File: config.mk
export PLATFORM = sky130hd
export DESIGN_NAME = div_unit
export DESIGN_NICKNAME = d
export VERILOG_FILES = /design/src/rtl/div_unit.sv
export SDC_FILE = /design/constraint.sdc
export NUM_CORES = 1
export LEC_CHECK = 0
export ABC_AREA = 0
export CAP_MARGIN = 0
export CORE_UTILIZATION = 45
export CTS_BUF_LIST = sky130_fd_sc_hd__clkbuf_16
export DETAILED_ROUTE_END_ITERATION = 7
export PLACE_DENSITY_LB_ADDON = 0.25
export SYNTH_ARGS = -nofsm -noshare
export SYNTH_HDL_FRONTEND = slang
export SYNTH_SLANG_ARGS = --single-unit
File: constraint.sdc
create_clock -name clk -period 6.6 [get_ports clk]
set_clock_uncertainty 0.15 [all_clocks]
set_input_delay 1.98 -clock clk [delete_from_list [all_inputs] [get_ports clk]]
set_output_delay 1.98 -clock clk [all_outputs]
set_load 0.005 [all_outputs]
File: src/rtl/div_unit.sv
// div_unit: multi-cycle integer divide unit for the execute stage.
// Implements the two ALU operations the single-cycle ALU lacks:
//   DIV  (alu_control 3'b011): signed quotient, truncated toward zero
//   REMU (alu_control 3'b100): unsigned remainder
// A radix-2 restoring divider produces one quotient bit per cycle.
// Ports:
//   clk, rst             - rising-edge clock, asynchronous active-high reset
//   start, alu_control   - request, qualified by a DIV/REMU opcode
//   dividend, divisor    - rs1 / rs2 operands
//   result               - registered quotient or remainder, held until next load
//   busy                 - high while iterating (CALC)
//   done                 - one-cycle pulse; result valid from this cycle on
//   stall                - freezes fetch/decode/execute pipeline registers
module div_unit #(
  parameter int WIDTH = 32
) (
  input  logic             clk,
  input  logic             rst,
  input  logic             start,
  input  logic [2:0]       alu_control,
  input  logic [WIDTH-1:0] dividend,
  input  logic [WIDTH-1:0] divisor,
  output logic [WIDTH-1:0] result,
  output logic             busy,
  output logic             done,
  output logic             stall
);

  localparam int CW = $clog2(WIDTH);

  typedef enum logic [1:0] {IDLE, CALC, DONE} state_t;

  state_t           state, state_next;
  logic [WIDTH-1:0] rem, rem_next;       // partial remainder
  logic [WIDTH-1:0] quo, quo_next;       // dividend bits shift out, quotient bits shift in
  logic [WIDTH-1:0] dvs, dvs_next;       // divisor magnitude
  logic [WIDTH-1:0] result_next;
  logic [CW-1:0]    count, count_next;
  logic             is_div, is_div_next;
  logic             neg, neg_next;

  // Request decode
  logic op_div, op_remu, req;
  logic div_zero, overflow, special;
  logic a_neg, b_neg;
  logic [WIDTH-1:0] a_mag, b_mag;

  assign op_div   = (alu_control == 3'b011);
  assign op_remu  = (alu_control == 3'b100);
  assign req      = start && (op_div || op_remu);
  assign div_zero = (divisor == '0);
  assign overflow = op_div && (dividend == {1'b1, {(WIDTH-1){1'b0}}}) && (&divisor);
  assign special  = div_zero || overflow;

  // Only DIV takes magnitudes; REMU operands are already unsigned.
  assign a_neg = op_div && dividend[WIDTH-1];
  assign b_neg = op_div && divisor[WIDTH-1];
  assign a_mag = a_neg ? -dividend : dividend;
  assign b_mag = b_neg ? -divisor  : divisor;

  // One restoring step. The shifted remainder needs WIDTH+1 bits because
  // an unsigned divisor may use the full width; since rem < dvs the shifted
  // value stays below 2*dvs, so bit WIDTH of the difference is the borrow.
  logic [WIDTH:0]   partial, diff;
  logic             borrow;
  logic [WIDTH-1:0] rem_step, quo_step, quo_signed;

  assign partial    = {rem, quo[WIDTH-1]};
  assign diff       = partial - {1'b0, dvs};
  assign borrow     = diff[WIDTH];
  assign rem_step   = borrow ? partial[WIDTH-1:0] : diff[WIDTH-1:0];
  assign quo_step   = {quo[WIDTH-2:0], ~borrow};
  assign quo_signed = neg ? -quo_step : quo_step;

  always_comb begin
    state_next  = state;
    rem_next    = rem;
    quo_next    = quo;
    dvs_next    = dvs;
    count_next  = count;
    is_div_next = is_div;
    neg_next    = neg;
    result_next = result;
    stall       = 1'b0;
    case (state)
      IDLE: begin
        if (req) begin
          stall = 1'b1;
          if (special) begin
            // DIV by zero gives all ones; REMU by zero and DIV overflow
            // both return the dividend unchanged.
            result_next = (op_div && div_zero) ? '1 : dividend;
            state_next  = DONE;
          end else begin
            rem_next    = '0;
            quo_next    = a_mag;
            dvs_next    = b_mag;
            count_next  = CW'(WIDTH - 1);
            is_div_next = op_div;
            neg_next    = a_neg ^ b_neg;
            state_next  = CALC;
          end
        end
      end
      CALC: begin
        stall      = 1'b1;
        rem_next   = rem_step;
        quo_next   = quo_step;
        count_next = count - 1'b1;
        if (count == '0) begin
          result_next = is_div ? quo_signed : rem_step;
          state_next  = DONE;
        end
      end
      DONE: begin
        // start is ignored here so the instruction still in execute
        // is not issued a second time.
        state_next = IDLE;
      end
      default: state_next = IDLE;
    endcase
    // Reset forces the pipeline free even if a request is presented.
    if (rst) stall = 1'b0;
  end

  always_ff @(posedge clk or posedge rst) begin
    if (rst) begin
      state  <= IDLE;
      rem    <= '0;
      quo    <= '0;
      dvs    <= '0;
      count  <= '0;
      is_div <= 1'b0;
      neg    <= 1'b0;
      result <= '0;
    end else begin
      state  <= state_next;
      rem    <= rem_next;
      quo    <= quo_next;
      dvs    <= dvs_next;
      count  <= count_next;
      is_div <= is_div_next;
      neg    <= neg_next;
      result <= result_next;
    end
  end

  assign busy = (state == CALC);
  assign done = (state == DONE);

endmodule

Yosys cells after proc, flatten, opt, wreduce, memory -nomap -nowiden --
Cells that the tools add are included.
Word-level totals: flip-flop bits (word level) 137, word-level logic and storage cells 68, output and inout bits 35
Operators by class: mux-type cells 26, bitwise operators 3, reductions and logical operators 17, eq/ne operators 9, $add $sub $neg 5
Operator list (number):
- $mux 32 | 13
- $pmux 32 s2 | 3
- $neg 32->32 | 3
- $sub 33x32->33 | 1
- $eq 32x32->1 const B | 1
- $logic_not 32->1 | 1
- $reduce_and 32->1 | 1
- $mux 5 | 2
- $pmux 5 s2 | 1
- $logic_and 1x1->1 | 6
- $mux 2 | 3
- $ne 2x2->1 const B | 3
- $reduce_and 3->1 | 2
- $logic_not 5->1 | 1
- $sub 5x1->5 const B | 1
- $pmux 2 s2 | 1
- $reduce_and 4->1 | 1
- $eq 3x2->1 const B | 1
- $eq 3x3->1 const B | 1
- $eq 2x1->1 const B | 1
- $eq 2x2->1 const B | 1
- $logic_not 2->1 | 1
- $logic_or 1x1->1 | 2
- $mux 1 | 2
- other kinds (6) | 7

Depth between registers and ports, before layout --
depth after elaboration 7, gate-level depth with buffers 21, depth with buffers taken out 20

Worst setup path after synthesis --
OpenSTA, ideal clock, no wires.
path kind flip-flop to flip-flop, start reg rem[24], end reg result[30], cell stages (with the launch flop) 19, arrival 5.027 ns, data required time 6.372 ns, slack 1.345 ns, path buffers 1, cells stage by stage dfrtp_1 > ha_1 > a21o_1 > a31o_2 > a32o_1 > or3_1 > o311ai_2 > nor3_1 > clkinv_1 > clkbuf_1 > ha_1 > nand2b_1 > or4_1 > or2_2 > or4_1 > o41ai_1 > xnor2_1 > o221ai_1 > a21oi_1
Between the ends: word-level cells in the longest chain between the ends 7, elaborated cells between the ends (all ways) 8, those cells by class add/sub: 2; mux: 5; bitwise: 1
Ends and longest elaborated chain:
- from (decl) | line 34 | logic [WIDTH-1:0] rem, rem_next;
- from (signal assigned) | line 138 | rem <= rem_next;
- $sub 33x32->33 * | line 69 | assign diff = partial - {1'b0, dvs};
- $not 1->1 | line 72 | assign quo_step = {quo[WIDTH-2:0], ~borrow};
- $neg 32->32 | line 73 | assign quo_signed = neg ? -quo_step : quo_step;
- $mux 32 | line 73
- $mux 32 * | line 111 | result_next = is_div ? quo_signed : rem_step;
- $mux 32 * | line 110 | if (count == '0) begin
- $pmux 32 s2 * | line 85 | case (state)
- to (signal assigned) | line 144 | result <= result_next;
- to (decl) | line 23 | output logic [WIDTH-1:0] result,
Mark *: on every way between the ends. The rest lies on a longest branch, timed or not. The select of a mux whose other input is x is not followed. A chain may end at the register's enable or synchronous reset.

Worst setup path after layout --
start in alu_control[2], end out stall
Between the ends: word-level cells in the longest chain between the ends 6, elaborated cells between the ends (all ways) 7, those cells by class eq/ne: 2; mux: 3; reduce/logical: 2
Ends and longest elaborated chain:
- from (decl) | line 20 | input logic [2:0] alu_control,
- $eq 3x2->1 or $eq 3x3->1 (tied branches) | line 48, 49
- $logic_or 1x1->1 * | line 50 | assign req = start && (op_div || op_remu);
- $logic_and 1x1->1 * | line 50
- $mux 1 * | line 87 | if (req) begin
- $pmux 1 s2 * | line 85
- $mux 1 * | line 123 | if (rst) stall = 1'b0;
- to (decl) | line 26 | output logic stall
Mark *: on every way between the ends. The rest lies on a longest branch, timed or not.

==> run_results.csv <==
group,metric,value,unit
run_status,status,"finished clean",
clocking,postCtsSetupRepairBufs,0,
cells_and_area,design_area,12100,µm²
synth,synth.net_count,1376,
clocking,cts-resized-gates,0,
cells_and_area,stdcell_count,1632,
sta,timing.fmax,0.174,GHz
clocking,clk_latency,0.43,ns
pwr,total_power,5.83,mW
clocking,cts_made_buffers,17,
synth,yosysWarnings,0,
route,detail-route-antenna-nets,0,
clocking,clkSinkCount,137,
placed_design,dp.cells,1600,
sta,setup_tns,0,ns
clocking,cts_tree,"done",
clocking,clockRootBuffer,"clkbuf_16",
synth,syn_area,10300,µm²
global_route,antenna_found_initial,0,
cells_and_area,final_cell_mix,"dfrtp_1 (137), o21ai_0 (125), nor2_1 (121)",
hold_path,hold_path.class,"flop to flop",
synth,synth_ff_type,"dfrtp_1",
sta,finalSetupViolCount,0,
floorplan,rows,54,
floorplan,dieArea,23400,µm²
sta,final-max-slew-violation-count,0,
global_route,grt_max_degree,99,
floorplan,die_x,153,µm
floorplan,initial_core_util,46.5,%
route,drt-pass1-iter-count,5,
worst_setup_path,cpPeakStageDelay,0.48,ns
synth,synth_edf_count,0,
worst_setup_path,required,4.47,ns
sta,post-route-min-period,5.75,ns
route,drc,0,
cells_and_area,n_antenna_cell,0,
route,vias,10112,
worst_setup_path,crit_type,"primary input to primary output",
cells_and_area,nNetsFinal,1448,
worst_setup_path,crit_chain,"clkdlybuf4s50_1 > and3b_1 > o211ai_1 > a21oi_1 > clkdlybuf4s50_1",
worst_setup_path,crit_path_frequent_cell,"clkdlybuf4s50_1",
clocking,clk_pin_slew_worst_paths,0.06,ns
route,dr.first_iter.drc_count,959,
sta,period_share,87.2,%
cells_and_area,drive_above_1_share,5.55,%
synth,avgSynthCellArea,8.11,µm²
route,routed_wirelength,31.8,mm
placed_design,gp_congestion,0.883,
floorplan,dieHeight,153,µm
global_route,grt_pass1_vias,9178,
floorplan,io_pins,105,
clocking,clockBufferDepth,2,
floorplan,fp.coreArea,22100,µm²
worst_setup_path,crit_slowest_cell,"clkdlybuf4s50_1",
route,wire_per_inst,19.5,µm
cells_and_area,area_growth,18.2,%
worst_setup_path,crit_path_max_fanout,4,
worst_setup_path,crit_arrival,3.62,ns
global_route,grt.overflow.total,0,
synth,synth_cell_type_count,74,
sta,hold_viol,0,
synth,synthCells,1267,
worst_setup_path,cp_num_buf_inv,2,
sta,rsz0062_at_grt,"false",
placed_design,dpl_cell_area,11500,µm²
synth,yosys_register_bits,137,
pwr,powerDensity,480,nW/µm²
synth,async_reset_ff_share,100,%
global_route,grt_pass1_wl,50.6,mm
worst_setup_path,start_kind,"primary input",
global_route,track_usage,27.5,%
clocking,cts_max_level,4,
pwr,ir_drop,218,µV
cells_and_area,mostFrequentLayoutCell,"dfrtp_1",
placed_design,dp_hpwl,23.0,mm
cells_and_area,fillers,2046,
sta,tightest_slew,0.987,ns
run,max-cap-violations,0,
route,vias_per_cell,6.20,
synth,ys_seq_area_share,33.4,%
worst_setup_path,crit_family,"buffers and inverters",
placed_design,port_buffers,104,
worst_setup_path,crit_path_end_kind,"primary output",
pwr,leakagePower,4.95,nW
sta,max-slew-margin-rel,33.7,%
clocking,hold_buffers,0,
==> routing by layer <==
layer | GRT usage, % | vias up | wire length [µm]
met5 | 0 | - | 0
met4 | 10.5 | 0 | 939
met3 | 6.10 | 63 | 3060
met2 | 41.7 | 509 | 13700
met1 | 38.2 | 4786 | 14000
li1 | - | 4754 | -
==> per-stage QoR <==
stage / hold slack, ns / util [%] / setup slack, ns
floorplan: 0.300 / - / 0.802
global placement: 0.315 / 52.2 / 0.609
detailed placement: 0.322 / 52.2 / 0.509
CTS: 0.335 / 55.0 / 0.821
global route: 0.349 / 55.0 / 0.653
finish: 0.333 / 55.0 / 0.848
==> logic make-up (layout without fill, tap and decap cells) <==
| logic type | after synthesis | after routing | synth area share, % |
|---|---|---|---|
| and+or+nand+nor | 416 | 416 | 19.9 |
| AOI/OAI and AO/OA | 408 | 408 | 24.9 |
| DFF | 137 | 137 | 33.4 |
| buffers and inverters | 132 | 217 | 5.21 |
| xor gates and xnor gates | 106 | 106 | 9.03 |
| adders and majority gates | 39 | 39 | 4.82 |
| muxes | 29 | 29 | 2.85 |
==> layout make-up <==
class	count	area (µm²)	area share, %
multi-input combinational	998	6330	52.1
inverter	60	231	1.91
tap	280	350	2.88
timing repair buffer	125	1200	9.87
clock buffer	17	425	3.50
sequential	137	3430	28.2
clock inverter	15	183	1.50
==> synthesized netlist by cell type, types with 6 or more instances <==
cell	count	area, µm²
xnor2_1	62	543
and3_1	10	62.6
mux2i_1	27	270
o22ai_1	26	163
o21ai_0	125	626
a21oi_1	89	445
a21o_1	23	173
nand4_1	10	62.6
a22oi_1	10	75.1
and2_1	12	75.1
o221ai_1	7	61.3
or2_2	6	37.5
nor2_1	122	458
or4_1	15	113
buf_2	16	80.1
nand2b_1	7	43.8
a211oi_1	17	128
nor3_1	36	180
o41ai_1	7	61.3
a31oi_1	17	106
nor4_1	16	100
nand2_1	106	398
xor2_1	44	385
clkbuf_1	51	191
dfrtp_1	137	3430
or3_1	18	113
o31ai_1	24	180
nand3_1	33	165
inv_1	57	214
ha_1	38	475
o211ai_1	12	90.1
==> path summary, 6_finish.rpt <==
path                       cells past startpoint                     end                    from  slack, ns
hold / removal                                 1  result[10]$_DFFE_PP0P_  result[10]$_DFFE_PP0P_       0.33
setup reg to reg                              20  result[30]$_DFFE_PP0P_     quo[31]$_DFFE_PP0P_       0.94
min in group asynchronous                      2     rem[26]$_DFFE_PP0P_                     rst       2.00
max in group asynchronous                      3     rem[15]$_DFFE_PP0P_                     rst       3.18
hold reg to reg                                1  result[10]$_DFFE_PP0P_  result[10]$_DFFE_PP0P_       0.33
setup / recovery                               5                   stall          alu_control[2]       0.85
==> registers in the layout, summed over array words and instances (netlist names) <==
signal / count
dvs: 32
quo: 32
rem: 32
result: 32
count: 5
state: 2
is_div: 1
neg: 1
==> power breakdown <==
part | total (mW) | switching (mW) | internal, mW
Sequential | 1.60 | 0.384 | 1.21
Combinational | 3.22 | 1.88 | 1.34
Clock | 1.01 | 0.385 | 0.625
Total | 5.83 | 2.65 | 3.18
Power figures use the tool's default switching activity.
